File: config.mk
export PLATFORM = sky130hd
export DESIGN_NAME = dc2421_monitor
export DESIGN_NICKNAME = d
export VERILOG_FILES = /design/src/rtl/dc2421_monitor.sv
export SDC_FILE = /design/constraint.sdc
export NUM_CORES = 1
export LEC_CHECK = 0
export ABC_AREA = 1
export CAP_MARGIN = 20
export CORE_ASPECT_RATIO = 0.7
export CORE_MARGIN = 2
export CORE_UTILIZATION = 45
export CTS_CLUSTER_DIAMETER = 30
export DETAILED_ROUTE_END_ITERATION = 8
export GPL_ROUTABILITY_DRIVEN = 0
export PLACE_DENSITY_LB_ADDON = 0.05
export SKIP_CTS_REPAIR_TIMING = 1
export SLEW_MARGIN = 30
export SYNTH_ARGS = -nofsm -noshare
export SYNTH_HDL_FRONTEND = slang
export SYNTH_SLANG_ARGS = --single-unit
export TNS_END_PERCENT = 100
File: constraint.sdc
create_clock -name clk -period 4.5 [get_ports clk]
set_input_delay 0.675 -clock clk [delete_from_list [all_inputs] [get_ports clk]]
set_output_delay 0.675 -clock clk [all_outputs]
set_load 0.02 [all_outputs]
File: src/rtl/dc2421_monitor.sv
// dc2421_monitor: receiving-end checker for a 2421-coded decade counter.
// Decodes each sampled 2421 word to BCD, flags illegal words and sequence
// breaks, tracks lock to a counting sequence and counts 9->0 roll-overs in BCD.
module dc2421_monitor #(
  parameter int unsigned LOCK_COUNT = 3
) (
  input  logic       clk,
  input  logic       reset,
  input  logic       in_valid,
  input  logic [3:0] code,
  output logic [3:0] digit,
  output logic       digit_valid,
  output logic       illegal,
  output logic       seq_err,
  output logic       locked,
  output logic [7:0] wraps
);

  localparam int unsigned CntW = $clog2(LOCK_COUNT + 1);

  typedef enum logic [1:0] {StHunt, StTrack, StLocked} state_e;

  state_e            state_q, state_d;
  logic [3:0]        ref_q, ref_d;
  logic [CntW-1:0]   cnt_q, cnt_d;
  logic [3:0]        digit_q, digit_d;
  logic              dv_q, dv_d;
  logic              ill_q, ill_d;
  logic              seq_q, seq_d;
  logic [7:0]        wraps_q, wraps_d;

  logic              legal;
  logic [3:0]        dec;
  logic [3:0]        expect_dig;
  logic              match;
  logic [CntW-1:0]   cnt_inc;
  logic [7:0]        wraps_inc;

  // 2421 -> 8421 decode; the six middle words are not part of the code
  always_comb begin
    legal = 1'b1;
    dec   = 4'd0;
    unique case (code)
      4'b0000, 4'b0001, 4'b0010, 4'b0011, 4'b0100: dec = code;
      4'b1011, 4'b1100, 4'b1101, 4'b1110, 4'b1111: dec = code - 4'd6;
      default: legal = 1'b0;
    endcase
  end

  // Expected successor, lock-counter increment and BCD roll-over increment
  always_comb begin
    expect_dig = (ref_q == 4'd9) ? 4'd0 : ref_q + 4'd1;
    match      = (dec == expect_dig);
    cnt_inc    = cnt_q + CntW'(1);
    wraps_inc  = wraps_q;
    if (wraps_q[3:0] == 4'd9) begin
      wraps_inc[3:0] = 4'd0;
      wraps_inc[7:4] = (wraps_q[7:4] == 4'd9) ? 4'd0 : wraps_q[7:4] + 4'd1;
    end else begin
      wraps_inc[3:0] = wraps_q[3:0] + 4'd1;
    end
  end

  // Next-state: hunt/track/locked sequencing and pulse generation
  always_comb begin
    state_d = state_q;
    ref_d   = ref_q;
    cnt_d   = cnt_q;
    digit_d = digit_q;
    wraps_d = wraps_q;
    dv_d    = 1'b0;
    ill_d   = 1'b0;
    seq_d   = 1'b0;
    if (in_valid) begin
      if (!legal) begin
        ill_d   = 1'b1;
        state_d = StHunt;
      end else begin
        dv_d    = 1'b1;
        digit_d = dec;
        ref_d   = dec;
        unique case (state_q)
          StHunt: begin
            cnt_d   = '0;
            state_d = StTrack;
          end
          StTrack: begin
            if (match) begin
              cnt_d = cnt_inc;
              if (cnt_inc == CntW'(LOCK_COUNT)) state_d = StLocked;
              if (ref_q == 4'd9) wraps_d = wraps_inc;
            end else begin
              seq_d = 1'b1;
              cnt_d = '0;
            end
          end
          StLocked: begin
            if (match) begin
              if (ref_q == 4'd9) wraps_d = wraps_inc;
            end else begin
              seq_d   = 1'b1;
              cnt_d   = '0;
              state_d = StTrack;
            end
          end
          default: state_d = StHunt;
        endcase
      end
    end
  end

  // State and output registers; reset wins over a same-edge sample
  always_ff @(posedge clk) begin
    if (reset) begin
      state_q <= StHunt;
      ref_q   <= 4'd0;
      cnt_q   <= '0;
      digit_q <= 4'd0;
      dv_q    <= 1'b0;
      ill_q   <= 1'b0;
      seq_q   <= 1'b0;
      wraps_q <= 8'h00;
    end else begin
      state_q <= state_d;
      ref_q   <= ref_d;
      cnt_q   <= cnt_d;
      digit_q <= digit_d;
      dv_q    <= dv_d;
      ill_q   <= ill_d;
      seq_q   <= seq_d;
      wraps_q <= wraps_d;
    end
  end

  assign digit       = digit_q;
  assign digit_valid = dv_q;
  assign illegal     = ill_q;
  assign seq_err     = seq_q;
  assign locked      = (state_q == StLocked);
  assign wraps       = wraps_q;

endmodule

Yosys cells after proc, flatten, opt, wreduce, memory -nomap -nowiden
Index checks and enable logic that the tools add are counted.
{"block": "word_totals", "inputBits": 7, "output_inout_bits": 16, "reg_bits": 19}
{"block": "classes", "n_eq_ne": 20, "bitwise_logic": 3, "reduce_logical": 14, "muxes": 16, "addsub": 5}
{"operator": "4-bit equality test (second input constant)", "n": 8}
{"operator": "4-bit by 1-bit adder with 4-bit output (second input constant)", "n": 3}
{"operator": "2-bit two-way mux", "n": 6}
{"operator": "4-bit two-way mux", "n": 3}
{"operator": "2-bit one-hot mux with 3 select lines", "n": 2}
{"operator": "10-bit OR reduction", "n": 1}
{"operator": "5-bit OR reduction", "n": 2}
{"operator": "3-bit != test (second input constant)", "n": 3}
{"operator": "4-bit by 2-bit equality test with 1-bit output (second input constant)", "n": 2}
{"operator": "4-bit one-hot mux with 2 select lines", "n": 1}
{"operator": "4-bit AND reduction", "n": 2}
{"operator": "6-bit AND reduction", "n": 1}
{"operator": "5-bit AND reduction", "n": 1}
{"operator": "2-bit equality test (second input constant)", "n": 2}
{"operator": "4-bit by 1-bit equality test with 1-bit output (second input constant)", "n": 1}
{"operator": "4-bit by 3-bit equality test with 1-bit output (second input constant)", "n": 1}
{"operator": "4-bit equality test", "n": 1}
{"operator": "4-bit logical NOT", "n": 1}
{"operator": "1-bit two-way mux", "n": 4}
{"operator": "2-bit OR reduction", "n": 2}
{"operator": "4-bit OR reduction", "n": 1}
{"operator": "4-bit by 3-bit subtractor with 4-bit output (second input constant)", "n": 1}
{"operator": "1-bit inverter", "n": 3}
{"operator": "3-bit nonzero test", "n": 1}
{"operator": "other kinds (5)", "n": 5}

Depth between registers and ports, before layout
Gate-level depths: netlist (run 1).
{"block": "logic_depth", "ltp_word": 7, "depth_mapped": 15, "ltp_nobuf": 15}

Worst setup path before layout (run 1)
OpenSTA, ideal clock, no wires.
{"block": "synth_path", "path_kind": "input to register", "start": "input port code[1]", "end": "register wraps_q[3] (netlist: wraps[3])", "t_required_ns": 4.386, "path_stages": 11, "setup_slack_ns": 2.563, "t_arrival_ns": 1.823, "path_buffers": 0, "setup_time_ns": 0.114, "path_cell_list": "ha_1 nand3_1 nand2_1 nand2_1 nand2_1 nand2_2 nor2_8 nand2_4 nor2_2 xor2_1 nor2_1"}
{"block": "synth_between", "elab_chain_cells": 5}
{"element": "start, declared", "line_no": "10", "source": "input logic [3:0] code,"}
{"element": "parallel branches: the longest is 4 deep, another holds 4-bit by 3-bit subtractor with 4-bit output"}
{"element": "5-bit AND reduction (no source line) (*)"}
{"element": "end signal, assigned", "line_no": "131", "source": "wraps_q <= wraps_d;"}
{"element": "end, declared", "line_no": "30", "source": "logic [7:0] wraps_q, wraps_d;"}
Every way passes the cells marked *.
A chain may end at the register's enable or synchronous reset.

Worst setup path in the final report (run 1)
{"block": "layout_path", "start": "input port code[3]", "end": "register cnt_q[1]"}
{"block": "layout_between", "elab_chain_cells": 6}
{"element": "parallel branches: the longest is 6 deep, another holds 4-bit by 3-bit subtractor with 4-bit output"}
{"element": "end signal, assigned", "line_no": "126", "source": "cnt_q <= cnt_d;"}
{"element": "end, declared", "line_no": "25", "source": "logic [CntW-1:0] cnt_q, cnt_d;"}
Several ways; the timed one is not identified.

==> out/metrics.yaml, run 1 <==
status: "complete, no violations"
h-tree-depth: 1
preCtsSetupSlack_ns: 1.833
num_rows: 16
fin_crit_sh: 0.5412
use_met2: 0.3285
pwr_density_cell_nw_per_um2: 247.6
cellInternalPower_mw: 0.2705
netlist_top_cells_area: "dfxtp_1, nand2_1, nand3_1, inv_1, nor2_1"
initial_utilization: 0.4685
fin_crit_ns: 2.435
core-area_um2: 2783
drv_slew: 0
cts_tree: "yes"
p_sw_frac: 0.3221
synth_edf_count: 0
dieArea_um2: 3351
finalNonFillerCells: 264
fin_setup_tns_ns: 0
synth_seq_cells: 19
worstPathArrival_ns: 2.63
track_usage: 0.1965
via_per_inst: 5.045
cts.path.max_buffers: 2
placed_cells: 260
worstHoldPathCells: 2
dr.pass1.iters: 4
netlist_area_um2: 1304
slowest_stage: "clkdlybuf4s50_1"
async_flop_share: 0
use_met1: 0.2586
grt_max_degree: 13
ant_nets: 0
seq_area_um2: 380.4
synthTopCellsByCount: "nand2_1, inv_1, nor2_1, nand3_1, dfxtp_1"
grt_busiest_layer: "met2"
synthDistinctLibCells: 25
grt_pass1_vias: 1174
hpwl_um: 2437
drtIter0Drc: 68
required_ns: 4.70
endpoint_kind: "flop"
tightest_slew_ns: 0.3928
finalNetCount: 243
synthCells: 203
fin_util: 0.5791
wire_per_inst_um: 11.67
path_class: "in2reg"
ys_seq_area_frac: 0.2917
finalSetupViolCount: 0
crit_path_start_kind: "primary input"
yosysTopAreaCell: "dfxtp_1"
layout-drive-gt1-share: 0.1140
crit_fanout: 8
ys.flop_type: "dfxtp_1"
multi_input_area_um2: 799.5
die_w_um: 68.34
drc: 0
ys.warnings.count: 0
syn_area_per_cell_um2: 6.422
p_seq_frac: 0.455
grt_pass1_wl_um: 5057
fmax_mhz: 410.6
nFillCells: 290
worst_slack_ns: 2.065
r2r_cells: 11
combinationalPowerShare: 0.237
root_buffer: "clkbuf_8"
vias: 1332
rsz0062_at_grt: "false"
hp-class: "reg2reg"
routed_wl_um: 3080
area_growth_pct: 23.61
die-height_um: 49.04
path_cells: "clkdlybuf4s50_1 -> inv_2 -> nand3_2 -> o21ai_0 -> nor2_2 -> inv_2 -> nand2_2 -> inv_1 -> nand3_1 -> o21ai_0 -> nor2_1"
p_sw_mw: 0.1285
antenna_found_initial: 0
grt.met3_usage: 0.04850
relSlewSlack: 0.7378
final-hold-violation-count: 0
ir_worst_vdd_uv: 157.7
leakagePower_nw: 0.7231
cts_buffers: 3
synth_top_area_share: 0.2917
clock_skew_ns: 0.003527
clkSinkCount: 19
io_pins: 23
port_buffers: 22
diodes: 0
clkTransAtPathRegs_ns: 0.08
slowest_delay_ns: 0.61
clk_latency_ns: 0.26
grt-ovfl-total: 0
max_cap_viol_count: 0
p_clk_frac: 0.308
post-synth-top-count-cell: "nand2_1"
syn_nets: 217
-- metal layers --
layer | up-vias | share of wire
met5 | - | 0
met4 | 0 | 0.0042
met3 | 2 | 0.048
met2 | 23 | 0.46
met1 | 613 | 0.49
li1 | 694 | -
-- stage by stage --
stage | hold slack, ns | power, mW | cell area (µm²)
finish | 0.5052 | 0.3990 | 1612
global route | 0.5318 | 0.4181 | 1612
CTS | 0.5089 | 0.4016 | 1612
detailed placement | 0.4969 | 0.2792 | 1565
global placement | 0.4767 | 0.2761 | 1565
floorplan | 0.4557 | 0.2488 | 1304
-- power groups by stage --
stage | clock network [mW] | logic (mW) | registers, mW
after floorplan | 0 | 0.0602 | 0.189
after global placement | 0 | 0.0912 | 0.185
after detailed placement | 0 | 0.0939 | 0.185
after CTS | 0.126 | 0.0943 | 0.181
after global routing | 0.132 | 0.104 | 0.182
final | 0.123 | 0.0945 | 0.182
-- placed cells by master, fill, tap and decap left out, drive strengths merged --
| cell | count |
|---|---|
| dfxtp | 19 |
| a21oi | 9 |
| xor2 | 1 |
| nand3 | 24 |
| nand2 | 58 |
| o21ai | 13 |
| clkdlybuf4s50 | 22 |
| nor3 | 2 |
| clkinv | 2 |
| nand4 | 3 |
| a31oi | 1 |
| inv | 31 |
| nor2 | 31 |
| clkbuf | 3 |
| a21boi | 1 |
| ha | 7 |
| and3 | 1 |
-- worst paths after layout --
kind                 start    endpoint  slack, ns
setup reg to reg  digit[1]  state_q[1]       2.69
hold / removal    wraps[5]    wraps[5]       0.51
setup / recovery   code[3]    cnt_q[1]       2.06
hold reg to reg   wraps[5]    wraps[5]       0.51
-- critical path: cells and delay by family --
| family | cells | cell delay (ns) |
|---|---|---|
| buf+inv | 4 | 0.90 |
| compound gates | 2 | 0.22 |
| simple gates | 5 | 0.83 |
-- area by class of cell --
class / count / share of cell area
Multi-Input combinational cell: 151 / 0.4961
Sequential cell: 19 / 0.2360
Timing Repair Buffer: 22 / 0.1366
Inverter: 32 / 0.07453
Tap cell: 36 / 0.02795
Clock buffer: 3 / 0.02562
Clock inverter: 1 / 0.003106
-- flip-flops by register name, indices dropped and copies added (netlist names) --
register and count:
state_q 2, wraps 8, digit 4, seq_err 1, illegal 1, digit_valid 1, cnt_q 2
-- kinds of logic after synthesis --
group,share of synthesized area
simple gates,0.4415
buf+inv,0.09500
flops,0.2917
compound gates,0.09789
xor+xnor,0.006719
fa+ha+maj,0.06718
(Power assumes the default switching activity.)
==> inputs of run 2 (changes only) <==
==> constraint.sdc (replaced) <==
create_clock -name clk -period 2.1 [get_ports clk]
set_input_delay 0.315 -clock clk [delete_from_list [all_inputs] [get_ports clk]]
set_output_delay 0.315 -clock clk [all_outputs]
set_load 0.02 [all_outputs]
==> out/metrics.yaml, run 2 (synthesized netlist as in run 1, its figures left out) <==
status: "complete, no violations"
max_cap_viol_count: 0  # unchanged
worstPathArrival_ns: 2.07  # -0.56 ns
largest_register_ffs: 8  # unchanged
finalSetupViolCount: 0  # unchanged
final_common_cell: "nand2_1"
path_cells: "clkdlybuf4s50_1 -> nand2_1 -> nand2_2 -> nand3_1 -> clkinv_1 -> nand3_1 -> nand2_1 -> nand2_2 -> nor2_8 -> nand3_4 -> inv_2 -> nand2_1 -> nand2_1 -> nand2_1 -> nor2_1"
hpwl_um: 2543  # +4.4%
crit_top_cell: "nand2_1"
required_ns: 2.30  # -2.40 ns
drc: 0  # unchanged
startpoint: "code[0]"
cts.path.max_buffers: 2  # unchanged
hp-class: "reg2reg"
clock_skew_ns: 0.003024  # -0.0005032 ns
crit_path_start_kind: "primary input"
tightest_slew_ns: 0.3155  # -0.07731 ns
diodes: 0  # unchanged
die-height_um: 49.04  # unchanged
root_buffer: "clkbuf_8"
timing.rr.end: "state_q[0]"
clkTransAtPathRegs_ns: 0.07  # about the same
crit_fanout: 6  # -2
drtIter0Drc: 81  # +19%
drv_slew: 0  # unchanged
port_buffers: 22  # unchanged
routed_wl_um: 3152  # +2.3%
layout-drive-gt1-share: 0.1743  # +0.06024
fin_crit_sh: 0.8910
fin_crit_ns: 1.871
initial_utilization: 0.4685  # unchanged
core-area_um2: 2783  # unchanged
nFillCells: 260  # -10%
clk_latency_ns: 0.26  # about the same
grt_pass1_wl_um: 5540  # +9.6%
r2r_start: "digit[1]"
final-hold-violation-count: 0  # unchanged
dr.pass1.iters: 4  # unchanged
grt-ovfl-total: 0  # unchanged
antenna_found_initial: 0  # unchanged
final_cell_mix: "nand2_1, inv_1, nor2_1, nand3_1"
via_per_inst: 5.069  # +0.46%
io_pins: 23  # unchanged
cts_buffers: 3  # unchanged
preCtsSetupSlack_ns: -0.1978  # -2.030 ns
clkSinkCount: 19  # unchanged
num_rows: 16  # unchanged
cts_tree: "yes"
area_growth_pct: 32.44
relSlewSlack: 0.7894  # +0.05154
grt_pass1_vias: 1342  # +14%
total_power_mw: 0.8796  # +120%
vias: 1404  # +5.4%
slowest_stage: "clkdlybuf4s50_1"
slowest_delay_ns: 0.49  # -0.12 ns
h-tree-depth: 1  # unchanged
finalNetCount: 256  # +5.3%
dieArea_um2: 3351  # unchanged
die_w_um: 68.34  # unchanged
ant_nets: 0  # unchanged
placed_area_um2: 1663  # +6.2%
worst_slack_ns: 0.2289  # -1.836 ns
endpoint_kind: "flop"
track_usage: 0.2140  # +0.01749
rrSetupSlack_ns: 0.27  # -2.42 ns
leakagePower_nw: 0.8139  # +13%
rsz0062_at_grt: "false"
wire_per_inst_um: 11.38  # -2.5%
stdcell_area_um2: 1727  # +7.1%
fmax_mhz: 534.5
ir_worst_vdd_uv: 377.8  # +140%
r2r_cells: 10  # -1
path_class: "in2reg"
pwr_density_cell_nw_per_um2: 509.4  # +110%
grt_max_degree: 12  # -1
endpoint: "wraps[7]"
## run 2: cell count changes in the layout (fill, tap and decap cells not counted), moves of 2 or more
cell and change:
nand2_1 -2, clkdlybuf4s50_1 -3, nand2_2 +2, dlymetal6s2s_1 +3
buf_4 +13
## run 2: how the worst min path moves through the flow
stage | cells past startpoint | slack [ns] | start | end
6_report | 2 | 0.50 | cnt_q[1] | cnt_q[1]
3_5_place_dp | 2 | 0.48 | cnt_q[1] | cnt_q[1]
5_1_grt | 2 | 0.53 | wraps[5] | wraps[5]
2_1_floorplan | 1 | 0.38 | reset | state_q[0]
3_3_place_gp | 2 | 0.48 | cnt_q[1] | cnt_q[1]
4_1_cts | 2 | 0.50 | cnt_q[1] | cnt_q[1]
## run 2: area by class of cell
| cell class | count | area (µm²) | share of cell area |
|---|---|---|---|
| timing repair buffer | 35 | 325.3 | 0.1884 |
| tap | 36 | 45.04 | 0.02609 |
| clock buffer | 3 | 41.29 | 0.02391 |
| inverter | 32 | 120.1 | 0.06956 |
| sequential | 19 | 380.4 | 0.2203 |
| multi-input combinational | 151 | 809.5 | 0.4688 |
| clock inverter | 1 | 5.005 | 0.002899 |
## run 2: routing by layer
metal	vias to the layer above	routed length (µm)	global-route usage
li1	719	-	-
met1	654	1522	0.2759
met2	27	1473	0.3528
met3	4	119	0.06236
met4	0	37	0.04333
met5	-	0	0
## run 2: worst max-delay path, delay by kind of cell
family,cells,cell delay (ns)
buf+inv,3,0.67
simple gates,12,1.08
## run 2: through the flow
stage          hold WS [ns]    util  std cells  TNS (ns)
6_report             0.4984  0.6205        277         0
5_1_grt              0.5267  0.6205        277         0
4_1_cts              0.5042  0.6142        277         0
3_5_place_dp         0.4836  0.5976        273    -1.607
3_3_place_gp         0.4751  0.5976        273   -0.3661
2_1_floorplan        0.3841       -        203         0
## run 2: power by group
group          switching (mW)  internal [mW]
combinational           0.137         0.0966
sequential             0.0153          0.373
clock                   0.126          0.132
total                   0.278          0.602
==> inputs of run 3 (changes only) <==
--- a/config.mk
+++ b/config.mk
@@ -5,7 +5,7 @@
 export SDC_FILE = /design/constraint.sdc
 export NUM_CORES = 1
 export LEC_CHECK = 0
-export ABC_AREA = 1
+export ABC_AREA = 0
 export CAP_MARGIN = 20
 export CORE_ASPECT_RATIO = 0.7
 export CORE_MARGIN = 2
==> out/metrics.yaml, run 3 <==
antenna_found_initial: 0  # unchanged
grt_max_degree: 12  # unchanged
synth_xor_area_frac: 0.06061  # +0.05389
post-synth-top-count-cell: "nor2_1"
ys_seq_area_frac: 0.3290  # +0.03726
finalNetCount: 193  # -25%
leakagePower_nw: 0.7233  # -11%
endpoint_kind: "flop"
dr.pass1.iters: 4  # unchanged
pwr_density_cell_nw_per_um2: 471.9  # -7.4%
diodes: 0  # unchanged
drc: 0  # unchanged
yosysTopAreaCell: "dfxtp_1"
synth_compound_area_frac: 0.1548  # +0.05687
finalSetupViolCount: 2  # +2
ant_nets: 0  # unchanged
port_buffers: 22  # unchanged
cts.path.max_buffers: 2  # unchanged
synth_top_area_share: 0.3290  # +0.03726
track_usage: 0.1869  # -0.02712
syn_nets: 151  # -30%
stdcell_area_um2: 1770  # +2.5%
routed_wl_um: 2785  # -12%
async_flop_share: 0  # unchanged
hpwl_um: 1969  # -23%
status: "finished, violations left"
fmax_mhz: 472.8  # -12%
cellInternalPower_mw: 0.5940  # -1.3%
via_per_inst: 5.245  # +3.5%
die-height_um: 46.41  # -5.4%
fin_util: 0.7201  # +0.09960
synth-simple-area-share: 0.2911  # -0.1503
h-tree-depth: 1  # unchanged
p_sw_frac: 0.2890  # -0.02655
core-area_um2: 2459  # -12%
rsz0062_at_grt: "true"
required_ns: 2.26  # -0.04 ns
worstPathArrival_ns: 2.27  # +0.20 ns
synth_edf_count: 0  # unchanged
synth_seq_cells: 19  # unchanged
seq_area_um2: 395.4  # +3.9%
crit_fanout: 7  # +1
drv_slew: 0  # unchanged
synthCells: 137  # -33%
die_w_um: 64.58  # -5.5%
final_common_cell: "nor2_1"
combinationalPowerShare: 0.230  # -0.035
p_seq_frac: 0.449  # +0.007
tightest_slew_ns: 0.4154  # +0.09993 ns
nFillCells: 189  # -27%
layout-drive-gt1-share: 0.3090  # +0.1347
final-hold-violation-count: 0  # unchanged
grt_pass1_wl_um: 4215  # -24%
ys.flop_type: "dfxtp_1"
p_sw_mw: 0.2414  # -13%
worst_slack_ns: -0.01503  # -0.2440 ns
crit_path_start_kind: "flop"
io_pins: 23  # unchanged
path_class: "reg2reg"
final_cell_mix: "nor2_1, clkdlybuf4s50_1, dfxtp_1, buf_4, nand2_1"
multi_input_area_um2: 890.9  # +10%
clock_skew_ns: 0.007475  # +0.004451 ns
initial_utilization: 0.4702  # +0.001704
drtIter0Drc: 51  # -37%
p_clk_frac: 0.321  # +0.028
vias: 1112  # -21%
relSlewSlack: 0.7222  # -0.06720
num_rows: 15  # -1
synthAdderAreaFrac: 0.07576  # +0.008579
largest_register_ffs: 8  # unchanged
grt_pass1_vias: 930  # -31%
ir_worst_vdd_uv: 401.0  # +6.1%
netlist_top_cells_area: "dfxtp_1, ha_1, nor2_1, xnor2_1, mux2i_1"
synth_top_family_by_area: "simple AND/OR/NAND/NOR gates"
fin_crit_ns: 2.115  # +0.2440 ns
muxShareOfSynthArea: 0.05303  # +0.05303
synthTopCellsByCount: "nor2_1, dfxtp_1, nand2_1, a21oi_1, ha_1"
clk_latency_ns: 0.27  # about the same
area_growth_pct: 53.14
clkTransAtPathRegs_ns: 0.08  # about the same
dieArea_um2: 2997  # -11%
grt-ovfl-total: 0  # unchanged
wire_per_inst_um: 13.14  # +15%
fin_setup_tns_ns: -0.01981  # -0.01981 ns
ys.warnings.count: 0  # unchanged
netlist_area_um2: 1156  # -11%
syn_area_per_cell_um2: 8.439  # +31%
hp-class: "reg2reg"
root_buffer: "clkbuf_8"
synthDistinctLibCells: 38  # +52%
cts_buffers: 3  # unchanged
max_cap_viol_count: 0  # unchanged
placed_area_um2: 1539  # -7.4%
clkSinkCount: 19  # unchanged
fin_crit_sh: 1.007  # +0.1162
violations: "setup timing"
cts_tree: "yes"
-- run 3: kinds of logic (layout without fill, tap and decap cells) --
group                    after synthesis  count (layout)
AND/OR/NAND/NOR                       63              63
adder cells (fa/ha/maj)                7               7
AO/OA/AOI/OAI                         24              24
buffers and inverters                 10              51
XOR/XNOR                               8               8
flip-flops                            19              19
multiplexers                           6               6
-- run 3: layout make-up --
class / instances / share of cell area
Sequential cell: 19 / 0.2233
Clock inverter: 1 / 0.002827
Timing Repair Buffer: 41 / 0.2106
Clock buffer: 3 / 0.02332
Tap cell: 34 / 0.02403
Multi-Input combinational cell: 108 / 0.5032
Inverter: 6 / 0.01272
-- run 3: power groups by stage --
stage | logic [mW] | registers, mW | clock network [mW]
3_3_place_gp | 0.156 | 0.384 | 0
6_report | 0.192 | 0.375 | 0.268
2_1_floorplan | 0.0806 | 0.390 | 0
4_1_cts | 0.159 | 0.376 | 0.266
3_5_place_dp | 0.159 | 0.384 | 0
5_1_grt | 0.208 | 0.376 | 0.287
-- run 3: per-layer routing --
metal,track usage,wire length [µm]
met3,0.04890,117
met4,0.06383,30
met1,0.2600,1393
met5,0,0
met2,0.2833,1243
-- run 3: critical path, cell delays in order, from the launching register on --
cell	delay (ns)
dfxtp_4	0.36
nor2b_1	0.12
o21ai_0	0.23
nand3_1	0.17
a2111oi_4	0.35
buf_4	0.23
nand3_4	0.10
nor2_4	0.14
mux2_4	0.30
-- run 3: per-stage QoR --
step                setup slack (ns)  power, mW  hold WS [ns]  instances
floorplan                    0.03702     0.4705        0.4363        137
global placement             -0.6279     0.5397        0.4553        207
detailed placement           -0.6785     0.5430        0.4641        207
CTS                          -0.4159     0.8007        0.4819        211
global route                 -0.1542     0.8714        0.5029        212
finish                      -0.01503     0.8354        0.4816        212
-- run 3: worst paths after layout --
kind,cells after the start,slack (ns),start,endpoint
max,8,-0.02,digit[2],wraps[6]
min,1,0.48,cnt_q[1],cnt_q[1]
max reg2reg,8,-0.02,digit[2],wraps[6]
min reg2reg,1,0.48,cnt_q[1],cnt_q[1]
